[src/rtl/sample_averager_pkg.sv]
// Shared definitions for the ADC measurement controller and its averaging stage.
// State codes and widths live here so the controller and the averager agree on them.
package sample_averager_pkg;

    // Width of the controller state register is STATE_SIZE+1 bits
    localparam int STATE_SIZE = 1;

    // Samples per averaging window; the mean is formed with a 2-bit right shift
    localparam int AVG_N = 4;

    // Native ADC conversion width
    localparam int ADC_W = 12;

    // Controller state codes; code 2'd3 is unused and treated like HOLD downstream
    typedef enum logic [STATE_SIZE:0] {
        MEAS    = 2'd0,
        HOLD    = 2'd1,
        AVERAGE = 2'd2
    } ctrl_state_e;

endpackage

[src/rtl/sample_averager.sv]
// Accumulates four ADC samples while the controller is in MEAS, reports the fill
// level back to the controller, and on entry to AVERAGE publishes the floor mean.
// The display value follows live samples in MEAS and freezes everywhere else.
module sample_averager
    import sample_averager_pkg::*;
#(
    parameter int DATA_W = ADC_W,
    parameter int N_AVG  = AVG_N
) (
    input  logic                  clk,
    input  logic                  rst,
    input  logic [STATE_SIZE:0]   state_reg,
    input  logic [DATA_W-1:0]     sample,
    input  logic                  sample_valid,
    output logic [2:0]            hold_count,
    output logic [DATA_W-1:0]     avg,
    output logic                  avg_valid,
    output logic [DATA_W-1:0]     disp_value
);

    logic [DATA_W+1:0]   r_acc;
    logic [STATE_SIZE:0] r_prevState;
    logic [2:0]          r_holdCount;
    logic [DATA_W-1:0]   r_avg;
    logic                r_avgValid;
    logic [DATA_W-1:0]   r_dispValue;

    logic                w_avgEntry;
    logic                w_acceptSample;
    logic [DATA_W-1:0]   w_mean;

    // Decode the two events that can change state this cycle; entry always wins
    always_comb begin
        w_avgEntry     = (state_reg == AVERAGE) && (r_prevState != AVERAGE);
        w_acceptSample = !w_avgEntry
                         && (state_reg == MEAS)
                         && sample_valid
                         && (r_holdCount < 3'(N_AVG));
        w_mean         = r_acc[DATA_W+1:2];
    end

    // Window accumulation, AVERAGE-entry publish, and freeze in every other state
    always_ff @(posedge clk or posedge rst) begin
        if (rst) begin
            r_acc       <= '0;
            r_prevState <= MEAS;
            r_holdCount <= '0;
            r_avg       <= '0;
            r_avgValid  <= 1'b0;
            r_dispValue <= '0;
        end else begin
            r_prevState <= state_reg;
            r_avgValid  <= 1'b0;
            if (w_avgEntry) begin
                r_avg       <= w_mean;
                r_avgValid  <= 1'b1;
                r_dispValue <= w_mean;
                r_acc       <= '0;
                r_holdCount <= '0;
            end else if (w_acceptSample) begin
                r_acc       <= r_acc + {2'b00, sample};
                r_holdCount <= r_holdCount + 3'd1;
                r_dispValue <= sample;
            end
        end
    end

    assign hold_count = r_holdCount;
    assign avg        = r_avg;
    assign avg_valid  = r_avgValid;
    assign disp_value = r_dispValue;

endmodule

[config.mk]
export PLATFORM = sky130hd
export DESIGN_NAME = sample_averager
export DESIGN_NICKNAME = d
export VERILOG_FILES = /design/src/rtl/sample_averager_pkg.sv /design/src/rtl/sample_averager.sv
export SDC_FILE = /design/constraint.sdc
export NUM_CORES = 1
export LEC_CHECK = 0
export CORE_MARGIN = 2
export CORE_UTILIZATION = 41
export CTS_CLUSTER_DIAMETER = 150
export DETAILED_ROUTE_END_ITERATION = 16
export GPL_TIMING_DRIVEN = 0
export HOLD_SLACK_MARGIN = 0.08
export PLACE_DENSITY = 0.66
export REMOVE_ABC_BUFFERS = 1
export SLEW_MARGIN = 20
export SYNTH_ARGS = -nofsm -noshare
export SYNTH_HDL_FRONTEND = slang
export SYNTH_SLANG_ARGS = --single-unit
[constraint.sdc]
create_clock -name clk -period 2.5 [get_ports clk]
set_input_delay 0.375 -clock clk [delete_from_list [all_inputs] [get_ports clk]]
set_output_delay 0.375 -clock clk [all_outputs]
set_load 0.03 [all_outputs]
Yosys cells after proc, flatten, opt, wreduce, memory -nomap -nowiden

Cells that the tools add are included.

Bits in read-only memories: 0
Memory bits (writable): 0
Output and inout bits: 28
Latch bits: 0
Register bits after elaboration: 44
Word-level logic and storage cells: 25
Input port bits: 17
Memories: 0

Divide/modulo/power cells: 0
Muxes and demuxes: 7
Bitwise gates (word level): 0
Order comparisons: 1
Shifts and indexed selects: 0
Add/sub/neg operators: 2
Reduce and logical (&&, ||, !) cells: 7
Multipliers: 0
Equal/unequal tests: 2

Operators with widths:

| operator            | count |
|---|---|
| $mux 14             | 2 |
| $mux 12             | 2 |
| $add 14x12->14      | 1 |
| $mux 3              | 2 |
| $logic_and 1x1->1   | 4 |
| $add 3x1->3 const B | 1 |
| $lt 3x3->1 const B  | 1 |
| $eq 2x2->1 const B  | 1 |
| $logic_not 2->1     | 1 |
| $ne 2x2->1 const B  | 1 |
| $reduce_bool 2->1   | 1 |
| $logic_not 1->1     | 1 |
| $mux 1              | 1 |

Logic depth before layout (Yosys ltp)

Depth in word-level cells: 8
Gate-level depth with buffers: 7
Depth with buffers taken out: 7

Least setup slack after synthesis

Ideal clock, no wire load.

Path kind: input -> register
Start point: input sample[0]
End point: register r_acc[12]
Data required time: 2,431 ps
Stages on the path: 7
Library setup time: 69 ps
Buffers on the path: 0
Slack: 371 ps
Data arrival time: 2,060 ps
Path through: ha_1 > fa_1 > a21o_1 > a221oi_4 > a2111oi_1 > or3_1 > nand3_1

Longest elaborated chain between the ends: 3

Ends and longest elaborated chain:

| item                 | line                  | text |
|---|---|---|
| start, declared      | sample_averager.sv:13 | `input logic [DATA_W-1:0] sample,` |
| $add 14x12->14       | sample_averager.sv:61 | `r_acc <= r_acc + {2'b00, sample};` |
| $mux 14              | sample_averager.sv:60 | `end else if (w_acceptSample) begin` |
| $mux 14              | sample_averager.sv:54 | `if (w_avgEntry) begin` |
| end signal, assigned | sample_averager.sv:61 |  |
| end, declared        | sample_averager.sv:21 | `logic [DATA_W+1:0] r_acc;` |

No other way between the ends. The select of a mux whose other input is x is not followed.
A chain may end at the register's enable or synchronous reset.

Worst setup path in the final report

Ends and elaborated chain as after synthesis.

==> impl_metrics.py <==
metrics = {
    "floorplanning": {
        "die_x_um": 78.1,
        "floorplan.die_area_mm2": 0.00610,
        "placementRows": 26,
        "pin_count": 45,
        "die_h_um": 78.1,
        "core_area_mm2": 0.00520,
        "start_util_pct": 43.2,
    },
    "power": {
        "ir_worst_vdd_v": 0.000446,
        "total_power_mw": 2.59,
        "leakage_nw": 1.37,
        "power_density_mw_per_mm2": 886,
    },
    "route": {
        "vias": 1809,
        "dr.pass1.iters": 4,
        "drt_wl_total_um": 5120,
        "drc_errors": 0,
        "via_per_inst": 5.21,
        "drtAntennaViolNets": 0,
        "first_iter_violations": 107,
        "wire_per_inst_um": 14.7,
    },
    "critical_path": {
        "r2r-start": "r_acc[0]$_DFFE_PP0P_",
        "cp_num_buf_inv": 1,
        "rr_worst_depth": 7,
        "r2r-end": "r_acc[12]$_DFFE_PP0P_",
        "crit_path_end": "r_acc[12]$_DFFE_PP0P_",
        "crit_slowest_cell": "clkdlybuf4s50_1",
        "worstSetupPathType": "in2reg",
        "critical_path_arrival_ns": 2.61,
        "path_cells": "clkdlybuf4s50_1, ha_1, fa_1, a21o_1, a221oi_4, a2111oi_1, or3_1, nand3_1",
        "critPathRequiredTime_ns": 2.74,
        "crit_path_start_kind": "primary input",
        "reg2reg_slack_ns": 0.27,
        "cp_slowest_stage_delay_ns": 0.43,
        "path_max_fanout": 4,
        "path_depth": 8,
        "path_delay_family": "compound AO/OA/AOI/OAI gates",
        "critPathCaptureType": "flip-flop",
        "critPathLaunch": "sample[0]",
    },
    "final_layout": {
        "finalNonFillerCells": 347,
        "nets": 307,
        "area_delta_synth_final_pct": 29.8,
        "final_util_pct": 56.1,
        "n_fill_cell": 493,
        "drive_gt1_share_pct": 7.58,
        "n_antenna_cell": 0,
    },
    "sta": {
        "hold_viol": 0,
        "rsz0062_at_grt": "no",
        "finalMaxSlewViolations": 0,
        "tns_ns": 0,
        "slew_headroom_pct": 56.6,
        "fmax_ghz": 0.423,
        "finClkSkew_ns": 0.00398,
        "worst_pin_slew_ns": 0.651,
        "setup_violations": 0,
        "hold_ws_ns": 0.429,
        "period_share_pct": 94.5,
        "period_needed_ns": 2.36,
    },
    "synthesis": {
        "async_flop_share_pct": 100,
        "ys_seq_elements": 44,
        "synth_top_area_cell": "dfrtp_1",
        "syn_area_per_cell_um2": 9.95,
        "synth.most_common_cell": "nand2_1",
        "postSynthCellCount": 226,
        "ys_seq_area_share_pct": 48.9,
        "synth_area_mm2": 0.00225,
        "synth_cell_types": 39,
        "synth_edf_count": 0,
        "synth_common_cells": "59 x nand2_1, 44 x dfrtp_1, 23 x o21ai_0",
        "ys.flop_type": "dfrtp_1",
        "synth_top_area_share_pct": 48.9,
        "yosys_warnings": 0,
        "synth_area_leaders": "dfrtp_1 49%, nand2_1 9.8%, ha_1 7.2%",
    },
    "cts": {
        "cts_max_level": 2,
        "clock_latency_ns": 0.31,
        "clkTransAtPathRegs_ns": 0.08,
        "clockBufferDepth": 2,
        "holdBufCountCts": 0,
        "cts_inserted_buffers": 5,
        "cts_num_sinks": 44,
        "cts_tree": "yes",
        "cts-root-buf": "clkbuf_8",
    },
    "global_routing": {
        "grt_max_degree": 24,
        "gr-total-overflow": 0,
        "grt_use_met3_pct": 4.25,
        "grt_busiest_layer": "met2",
        "grtUsageMet1_pct": 26.4,
        "antenna_found_initial": 0,
        "grt_usage_pct": 18.0,
        "grt_pass1_vias": 1744,
        "use_met2_pct": 26.6,
        "grt_pass1_wl_um": 8560,
    },
    "run_status": {
        "status": "complete, no violations",
    },
    "run": {
        "drv_cap": 0,
    },
    "placement": {
        "io_buffers": 44,
        "gp_congestion": 0.833,
        "placedCellCount": 334,
        "dp_hpwl_um": 3440,
    },
    "worst_hold_path": {
        "min_path_type": "in2async",
    },
}
worst min-delay path by stage:
stage                                      endpoint
after CTS                     r_acc[10]$_DFFE_PP0P_
after global routing      disp_value[7]$_DFFE_PP0P_
after detailed placement         avg[8]$_DFFE_PP0P_
final                     disp_value[7]$_DFFE_PP0P_
after floorplan            r_prevState[0]$_DFF_PP0_
after global placement        r_acc[13]$_DFFE_PP0P_
area by class of cell:
cell class	instances	area, um^2	area share (%)
clock buffers	6	82.6	2.83
clock inverters	2	10.0	0.343
inverters	2	11.3	0.386
multi-input cells	172	1120	38.3
flip-flops and latches	44	1100	37.7
well taps	70	87.6	3.00
repair buffers	50	505	17.3
repair inverters	1	5.00	0.171
where the power goes:
part	internal, mW	switching, mW	total, mW
combinational	0.489	0.634	1.12
clock	0.221	0.247	0.467
sequential	0.882	0.116	0.998
per-stage QoR:
step                instance area, um^2  setup WS [ns]
finish                             2920          0.138
global route                       2920        0.00270
CTS                                2910         0.0806
detailed placement                 2780         -0.905
global placement                   2740         -0.923
floorplan                          2210          0.254
repair_timing:
item / 4_1_cts / 5_1_grt
buffers inserted: 3 / 1
gates cloned: 1 / 0
pin swaps: 0 / 1
setup endpoints to repair: 20 / 1
gates resized for setup: 2 / 0
cell usage in the layout, fill, tap and decap left out, types with 2 or more instances in the layout:
cell type        synthesis  routed
a211oi_1                 2       2
a21o_1                   4       4
a21oi_1                 10      10
a22o_1                   4       4
a22oi_1                  2       2
and2_1                   2       2
buf_4                    1       5
clkbuf_8                 0       6
clkdlybuf4s50_1          0      44
clkinv_2                 0       2
dfrtp_1                 44      44
ha_1                    13      13
mux2i_1                 10      10
nand2_1                 59      59
nand3_1                  5       5
nand4_1                  4       4
nor2_1                   5       5
o21a_1                   3       3
o21ai_0                 23      23
or3_1                    2       2
xnor2_1                  3       3
xor2_1                   4       4
sequential cells by signal, summed over array words and instances (netlist names):
| register | cells |
|---|---|
| r_prevState | 2 |
| r_acc | 14 |
| hold_count | 3 |
| avg_valid | 1 |
| avg | 12 |
| disp_value | 12 |
worst reg2reg max path, delay by kind of cell (launching register included):
family | cells | cell delay [ns]
AO/OA/AOI/OAI | 3 | 0.68
adder cells (fa/ha/maj) | 2 | 0.64
flip-flops | 1 | 0.39
AND/OR/NAND/NOR | 2 | 0.46
kinds of logic after synthesis:
family / share of synthesized area, %
AOI/OAI and AO/OA: 16.7
xor gates and xnor gates: 2.73
adders and majority gates: 8.12
buffers and inverters: 2.00
DFF: 48.9
muxes: 4.45
and+or+nand+nor: 17.0
metal layers:
| layer | share of wire (%) | up-vias |
|---|---|---|
| met5 | 0 | - |
| met2 | 46 | 34 |
| met1 | 49 | 871 |
| met4 | 1.2 | 0 |
| li1 | - | 898 |
| met3 | 3.7 | 6 |
(Power assumes the default switching activity.)
